--- config.mk ---
export PLATFORM = sky130hd
export DESIGN_NAME = muldiv_unit
export DESIGN_NICKNAME = d
export VERILOG_FILES = /design/src/rtl/muldiv_unit.sv
export SDC_FILE = /design/constraint.sdc
export NUM_CORES = 1
export LEC_CHECK = 0
export BUFFER_PORTS_ARGS = -buffer_cell sky130_fd_sc_hd__buf_4
export CORE_ASPECT_RATIO = 0.8
export CORE_UTILIZATION = 45
export CTS_BUF_LIST = sky130_fd_sc_hd__clkbuf_8
export CTS_CLUSTER_DIAMETER = 100
export DETAILED_ROUTE_END_ITERATION = 10
export PLACE_DENSITY = 0.69
export SLEW_MARGIN = 20
export SYNTH_ARGS = -nofsm -noshare
export SYNTH_HDL_FRONTEND = slang
export SYNTH_SLANG_ARGS = --single-unit
--- constraint.sdc ---
create_clock -name CLK -period 3.75 [get_ports CLK]
set_input_delay 0.1875 -clock CLK [delete_from_list [all_inputs] [get_ports CLK]]
set_output_delay 0.1875 -clock CLK [all_outputs]
set_load 0.03 [all_outputs]
--- src/rtl/muldiv_unit.sv ---
// Iterative RV32M multiply/divide unit: 32-step shift-add multiply and restoring
// divide on operand magnitudes, with signs applied in a single FIX cycle.
module muldiv_unit (
  input  logic        CLK,
  input  logic        RESET,
  input  logic        START,
  input  logic [4:0]  SELECT,
  input  logic [31:0] DATA1,
  input  logic [31:0] DATA2,
  output logic        BUSY,
  output logic        RESULT_VALID,
  output logic [31:0] RESULT
);

  typedef enum logic [1:0] {IDLE, CALC, FIX, DONE} state_t;

  state_t      state;
  logic [4:0]  step;
  logic [2:0]  op;
  logic        a_neg, b_neg, b_zero;
  logic [31:0] hi, lo, mcand;

  logic        sel_valid, accept, in_signed_a, in_signed_b;
  logic        in_a_neg, in_b_neg;
  logic [31:0] in_a_mag, in_b_mag;
  logic [32:0] mul_sum, div_trial;
  logic [63:0] prod, prod_fix;
  logic [31:0] quo_fix, rem_fix, fix_result;

  always_comb begin
    sel_valid   = (SELECT[1:0] == 2'b10);
    accept      = START && sel_valid && (state == IDLE || state == DONE);
    in_signed_a = (SELECT[4:2] inside {3'd0, 3'd1, 3'd2, 3'd4, 3'd6});
    in_signed_b = (SELECT[4:2] inside {3'd0, 3'd1, 3'd4, 3'd6});
    in_a_neg    = in_signed_a && DATA1[31];
    in_b_neg    = in_signed_b && DATA2[31];
    in_a_mag    = in_a_neg ? -DATA1 : DATA1;
    in_b_mag    = in_b_neg ? -DATA2 : DATA2;
  end

  // Multiply keeps {hi,lo} as the right-shifting partial product with the
  // multiplier in lo; divide keeps the partial remainder in hi and the
  // dividend/quotient shifting through lo.
  always_comb begin
    mul_sum   = {1'b0, hi} + (lo[0] ? {1'b0, mcand} : 33'd0);
    div_trial = {hi, lo[31]} - {1'b0, mcand};
  end

  always_comb begin
    prod     = {hi, lo};
    prod_fix = (a_neg ^ b_neg) ? -prod : prod;
    // A zero divisor leaves the dividend magnitude in hi, so the remainder
    // falls out naturally; only the quotient needs forcing.
    quo_fix  = b_zero ? '1 : ((a_neg ^ b_neg) ? -lo : lo);
    rem_fix  = a_neg ? -hi : hi;
    unique case (op)
      3'd0:          fix_result = prod_fix[31:0];
      3'd1, 3'd2,
      3'd3:          fix_result = prod_fix[63:32];
      3'd4, 3'd5:    fix_result = quo_fix;
      default:       fix_result = rem_fix;
    endcase
  end

  always_ff @(posedge CLK) begin
    if (RESET) begin
      state        <= IDLE;
      step         <= '0;
      op           <= '0;
      a_neg        <= 1'b0;
      b_neg        <= 1'b0;
      b_zero       <= 1'b0;
      hi           <= '0;
      lo           <= '0;
      mcand        <= '0;
      BUSY         <= 1'b0;
      RESULT_VALID <= 1'b0;
      RESULT       <= '0;
    end else begin
      RESULT_VALID <= 1'b0;
      unique case (state)
        IDLE, DONE: begin
          if (accept) begin
            state  <= CALC;
            BUSY   <= 1'b1;
            step   <= '0;
            op     <= SELECT[4:2];
            a_neg  <= in_a_neg;
            b_neg  <= in_b_neg;
            b_zero <= (DATA2 == '0);
            hi     <= '0;
            lo     <= SELECT[4] ? in_a_mag : in_b_mag;
            mcand  <= SELECT[4] ? in_b_mag : in_a_mag;
          end else begin
            state <= IDLE;
          end
        end
        CALC: begin
          if (op[2]) begin
            if (!div_trial[32]) begin
              hi <= div_trial[31:0];
              lo <= {lo[30:0], 1'b1};
            end else begin
              hi <= {hi[30:0], lo[31]};
              lo <= {lo[30:0], 1'b0};
            end
          end else begin
            hi <= mul_sum[32:1];
            lo <= {mul_sum[0], lo[31:1]};
          end
          step <= step + 5'd1;
          if (step == 5'd31) state <= FIX;
        end
        FIX: begin
          RESULT       <= fix_result;
          RESULT_VALID <= 1'b1;
          BUSY         <= 1'b0;
          state        <= DONE;
        end
        default: state <= IDLE;
      endcase
    end
  end

endmodule

# --- Yosys cells after proc, flatten, opt, wreduce, memory -nomap -nowiden ---
# Cells that the tools add are included.
classes:
  n_reduce_logical: 19
  n_addsub: 8
  muxes: 26
  bitwise_logic: 1
  n_eq_ne: 16
ops:
  columns: ["operator", "n"]
  rows:
  - ["$mux W32", 13]
  - ["$neg A32 Y32", 4]
  - ["$pmux W32 S2", 2]
  - ["$pmux W32 S3", 1]
  - ["$mux W64", 1]
  - ["$neg A64 Y64", 1]
  - ["$add A32 B32 Y33", 1]
  - ["$sub A33 B32 Y33", 1]
  - ["$logic_not A32 Y1", 1]
  - ["$eq A3 B3 Y1 const B", 4]
  - ["$pmux W5 S2", 1]
  - ["$eq A3 B2 Y1 const B", 3]
  - ["$eq A2 B2 Y1 const B", 3]
  - ["$eq A3 B1 Y1 const B", 2]
  - ["$logic_not A3 Y1", 2]
  - ["$pmux W2 S3", 1]
  - ["$reduce_and A2 Y1", 3]
  - ["$add A5 B1 Y5 const B", 1]
  - ["$eq A5 B5 Y1 const B", 1]
  - ["$mux W5", 1]
  - ["$reduce_bool A5 Y1", 1]
  - ["$logic_and A1 B1 Y1", 4]
  - ["$mux W1", 4]
  - ["$ne A2 B2 Y1 const B", 2]
  - ["other kinds (10)", 12]
word_totals:
  out_inout_bits: 34
  wordCells: 82
  inputBits: 72
  regBits: 143

# --- Logic depth before layout (Yosys ltp) ---
depth:
  word_depth: 7
  depth_mapped: 14
  ltp_nobuf: 13

# --- Least setup slack after synthesis ---
# Ideal clock, no wire load.
synth_path:
  path_kind: "reg-to-reg"
  startpoint: "register lo[0]"
  endpoint: "register hi[28]"
  setup_slack_ns: 0.737
  n_path_buf: 2
  path_stages_with_launch: 15
  synth_period_minus_slack_ns: 3.013
  arrival_time_ns: 2.894
  setup_ns: 0.120
  required_time_ns: 3.630
  path_cell_list: "dfxtp_1 > inv_1 > buf_1 > nor2_1 > ha_1 > clkbuf_1 > a21o_1 > o21bai_1 > a221oi_1 > nand2_1 > o211ai_1 > nand2b_1 > a31oi_1 > xnor2_1 > a211o_1"
synth_between:
  elab_chain_cells: 4
synth_rtl:
  columns: ["element", "line", "source"]
  rows:
  - ["start, declared", "21", "logic [31:0] hi, lo, mcand;"]
  - ["start signal, assigned", "92", "lo <= SELECT[4] ? in_a_mag : in_b_mag;"]
  - ["start signal, assigned", "102", "lo <= {lo[30:0], 1'b1};"]
  - ["start signal, assigned", "105", "lo <= {lo[30:0], 1'b0};"]
  - ["$mux W32", "45", "mul_sum = {1'b0, hi} + (lo[0] ? {1'b0, mcand} : 33'd0);"]
  - ["$add A32 B32 Y33", "45", null]
  - ["$mux W32", "99", "if (op[2]) begin"]
  - ["$pmux W32 S2", "81", "unique case (state)"]
  - ["end signal, assigned", "101", "hi <= div_trial[31:0];"]
  - ["end signal, assigned", "104", "hi <= {hi[30:0], lo[31]};"]
  - ["end signal, assigned", "108", "hi <= mul_sum[32:1];"]
  - ["end, declared", "21", null]
# No other way between the ends.
# A chain may end at the register's enable or synchronous reset.

# --- Worst setup path after layout ---
layout_path:
  startpoint: "register lo[0]"
  endpoint: "register hi[14]"
# The elaborated chain is that of the path after synthesis.

==> impl_metrics.yaml <==
routing:
  remaining_drc_errors: 0
  num_vias: 15700
  routed_via_density: 6.28
  drt_iter0_drc: 2070
  drt_first_pass_iters: 6
  wl_per_cell_um: 21.2
  routed_wl_mm: 53.0
  antenna_left: 0
sta:
  finalCritPeriodShare_pct: 93.6
  worst_slack_ns: 0.240
  fin_setup_tns_ns: 0
  skew_ns: 0.0290
  finalSetupViolCount: 0
  drv_slew: 0
  hold_violations: 0
  max_slew.worst_pin.slew_ns: 0.998
  rsz0062_at_grt: "no"
  relSlewSlack_pct: 32.8
  fmax_mhz: 285
  period_needed_ns: 3.51
clock_tree:
  cts_max_level: 4
  cts_root_buf: "clkbuf_8"
  clock_latency_ns: 0.51
  post_cts_buffers: 0
  cts_max_path_buffers: 2
  cts_sinks: 143
  numCtsBuffers: 17
  cts_tree: "built"
  path_clk_slew_ns: 0.09
pwr:
  p_sw_mw: 2.80
  p_int_mw: 3.62
  static-leakage-power_nw: 6.75
  clockPowerShare_pct: 23.2
  power_density_mw_per_mm2: 394
  max-vdd-ir-drop_v: 0.000233
  seqPwrFrac_pct: 29.5
  p_sw_share_pct: 43.6
  power_frac_comb_pct: 47.3
finish:
  multi_input_area_sq_mm: 0.0107
  regArea_sq_mm: 0.00286
  syn_to_final_growth_pct: 12.8
  nNetsFinal: 2220
  antenna_cells: 0
  drive_above_1_share_pct: 13.3
  fillers: 3088
logic_synthesis:
  yosysTopAreaCellShare_pct: 19.8
  yosysUniqueCellTypes: 82
  ys.warnings.count: 0
  synth-seq-cells: 143
  synthFlopType: "dfxtp_1"
  synth_area_per_cell_sq_um: 7.15
  synth-async-reset-ratio_pct: 0
  synth.area.top_cells: "dfxtp_1 20%, a21oi_1 6.3%, ha_1 6.2%"
  synth_cells: 2018
  synth_seq_area_share_pct: 19.8
  synth_edf_count: 0
  syn_area_sq_mm: 0.0144
  mappedNetlistNets: 2164
  synth.largest_area_cell: "dfxtp_1"
setup_path:
  r2r_cells: 13
  endpoint_kind: "flip-flop"
  required_ns: 4.13
  path_class: "reg2reg"
  cp_common_cell: "o21ba_2"
  critical-path-max-stage-delay_ns: 0.38
  startpoint: "lo[0]"
  crit_path_start_kind: "flip-flop"
  r2r_slack_ns: 0.24
  path_cells: "inv_1, nor2_1, ha_1, a21oi_1, o211ai_1, a221oi_1, buf_4, o21ba_2, o21ba_2, o21bai_1, a31o_2, xor2_1, a221o_1"
  critPathCapture: "hi[14]"
  slowest_stage: "dfxtp_1"
  crit-reg2reg-capture: "hi[14]"
  crit_arrival_ns: 3.89
  crit_fanout: 13
  r2r_start: "lo[0]"
die:
  rows: 58
  core_area_sq_mm: 0.0315
  fp.dieW_um: 202
  design.die.area_sq_mm: 0.0328
  io_pins: 106
  start_util_pct: 45.8
  die_y_um: 162
global_route:
  grt_antenna_before_repair: 0
  grt_pass1_vias: 14200
  grt_pass1_wl_mm: 81.2
  grt_max_degree: 82
  gr-total-overflow: 0
  track_usage_pct: 31.7
worst_hold_path:
  hp-class: "in2reg"
placement:
  pre_cts_ws_ns: 0.173
  gp_congestion: 0.999
  port_buffers: 105
  hpwl_mm: 40.7
job:
  maxCapViolCount: 0
run_status:
  status: "finished clean"
placed cells by master, fill, tap and decap left out, types with 26 or more instances in the layout:
master,n
nor2_1,239
a21o_1,40
o211ai_1,29
ha_1,71
nor3_1,75
dfxtp_1,142
xnor2_1,90
a21oi_1,183
o21ai_0,102
a211oi_1,52
a31oi_1,26
mux2i_1,51
buf_4,188
nand2_1,191
inv_1,73
xor2_1,98
nand3_1,40
metrics by stage:
stage | hold WS, ns | util (%) | power, mW | instances | instance area (sq um)
after floorplan | 0.323 | - | 3.89 | 2018 | 14400
final | 0.0997 | 51.7 | 6.42 | 2506 | 16300
after global routing | 0.117 | 51.7 | 6.71 | 2506 | 16300
after global placement | 0.440 | 50.1 | 4.81 | 2472 | 15800
after CTS | 0.0771 | 51.6 | 6.33 | 2505 | 16300
after detailed placement | 0.445 | 50.1 | 4.86 | 2472 | 15800
critical path: cells and delay by family, from the launching register on:
family / cells / cell delay, ns
buffers and inverters: 2 / 0.55
and+or+nand+nor: 1 / 0.10
adders and majority gates: 1 / 0.35
xor gates and xnor gates: 1 / 0.14
DFF: 1 / 0.38
AOI/OAI and AO/OA: 8 / 1.87
cells by family after synthesis:
logic type	count (synthesis)	synth area share, %
fa+ha+maj	74	6.52
simple gates	699	22.8
xor+xnor	191	11.7
buf+inv	227	6.16
flops	143	19.8
compound gates	611	27.7
mux	73	5.25
final cells by class:
| class | instances | area share (%) |
|---|---|---|
| multi-input cells | 1649 | 66.0 |
| well taps | 420 | 3.23 |
| inverters | 73 | 1.68 |
| flip-flops and latches | 143 | 17.6 |
| repair buffers | 190 | 8.79 |
| clock inverters | 14 | 1.31 |
| clock buffers | 17 | 1.44 |
registers in the layout, indices dropped and copies added (netlist names):
register,cells
RESULT,32
hi,32
lo,32
mcand,32
step,5
op,3
state,2
BUSY,1
RESULT_VALID,1
a_neg,1
b_neg,1
b_zero,1
power groups by stage:
stage	Clock [mW]	Combinational, mW	Sequential [mW]
finish	1.49	3.03	1.89
global route	1.55	3.25	1.92
CTS	1.49	2.95	1.89
detailed placement	0	2.93	1.92
global placement	0	2.90	1.92
floorplan	0	1.82	2.07
cell usage after synthesis, types with 51 or more instances:
master	instances
xor2_1	98
nor2_1	240
inv_1	73
dfxtp_1	143
xnor2_1	91
a211oi_1	52
clkbuf_1	129
nor3_1	75
mux2i_1	51
o21ai_0	102
a21oi_1	183
nand2_1	191
ha_1	72
worst min-delay path by stage:
stage / start / endpoint / slack (ns) / cells after the start
after detailed placement: mcand[16] / mcand[16] / 0.44 / 2
after global routing: DATA2[31] / b_zero / 0.12 / 4
final: DATA2[31] / b_zero / 0.1 / 4
after global placement: mcand[19] / mcand[19] / 0.44 / 2
after floorplan: SELECT[2] / op[0] / 0.32 / 2
after CTS: DATA2[31] / b_zero / 0.08 / 4
metal layers:
metal  share of wire [%]  track usage, %  vias up
li1                    -               -     7390
met1                  44            45.6     7347
met4                 3.3            11.1        0
met2                  40            44.6      883
met3                  12            8.71      113
met5                   0               0        -
what timing repair did:
item                                    4_1_cts  5_1_grt
hold buffers                                  2        0
endpoints found under the hold margin         2        0
endpoints found under the setup margin        0       12
resized for setup                             0        1
No activity file was read; power rests on OpenSTA's default activity.
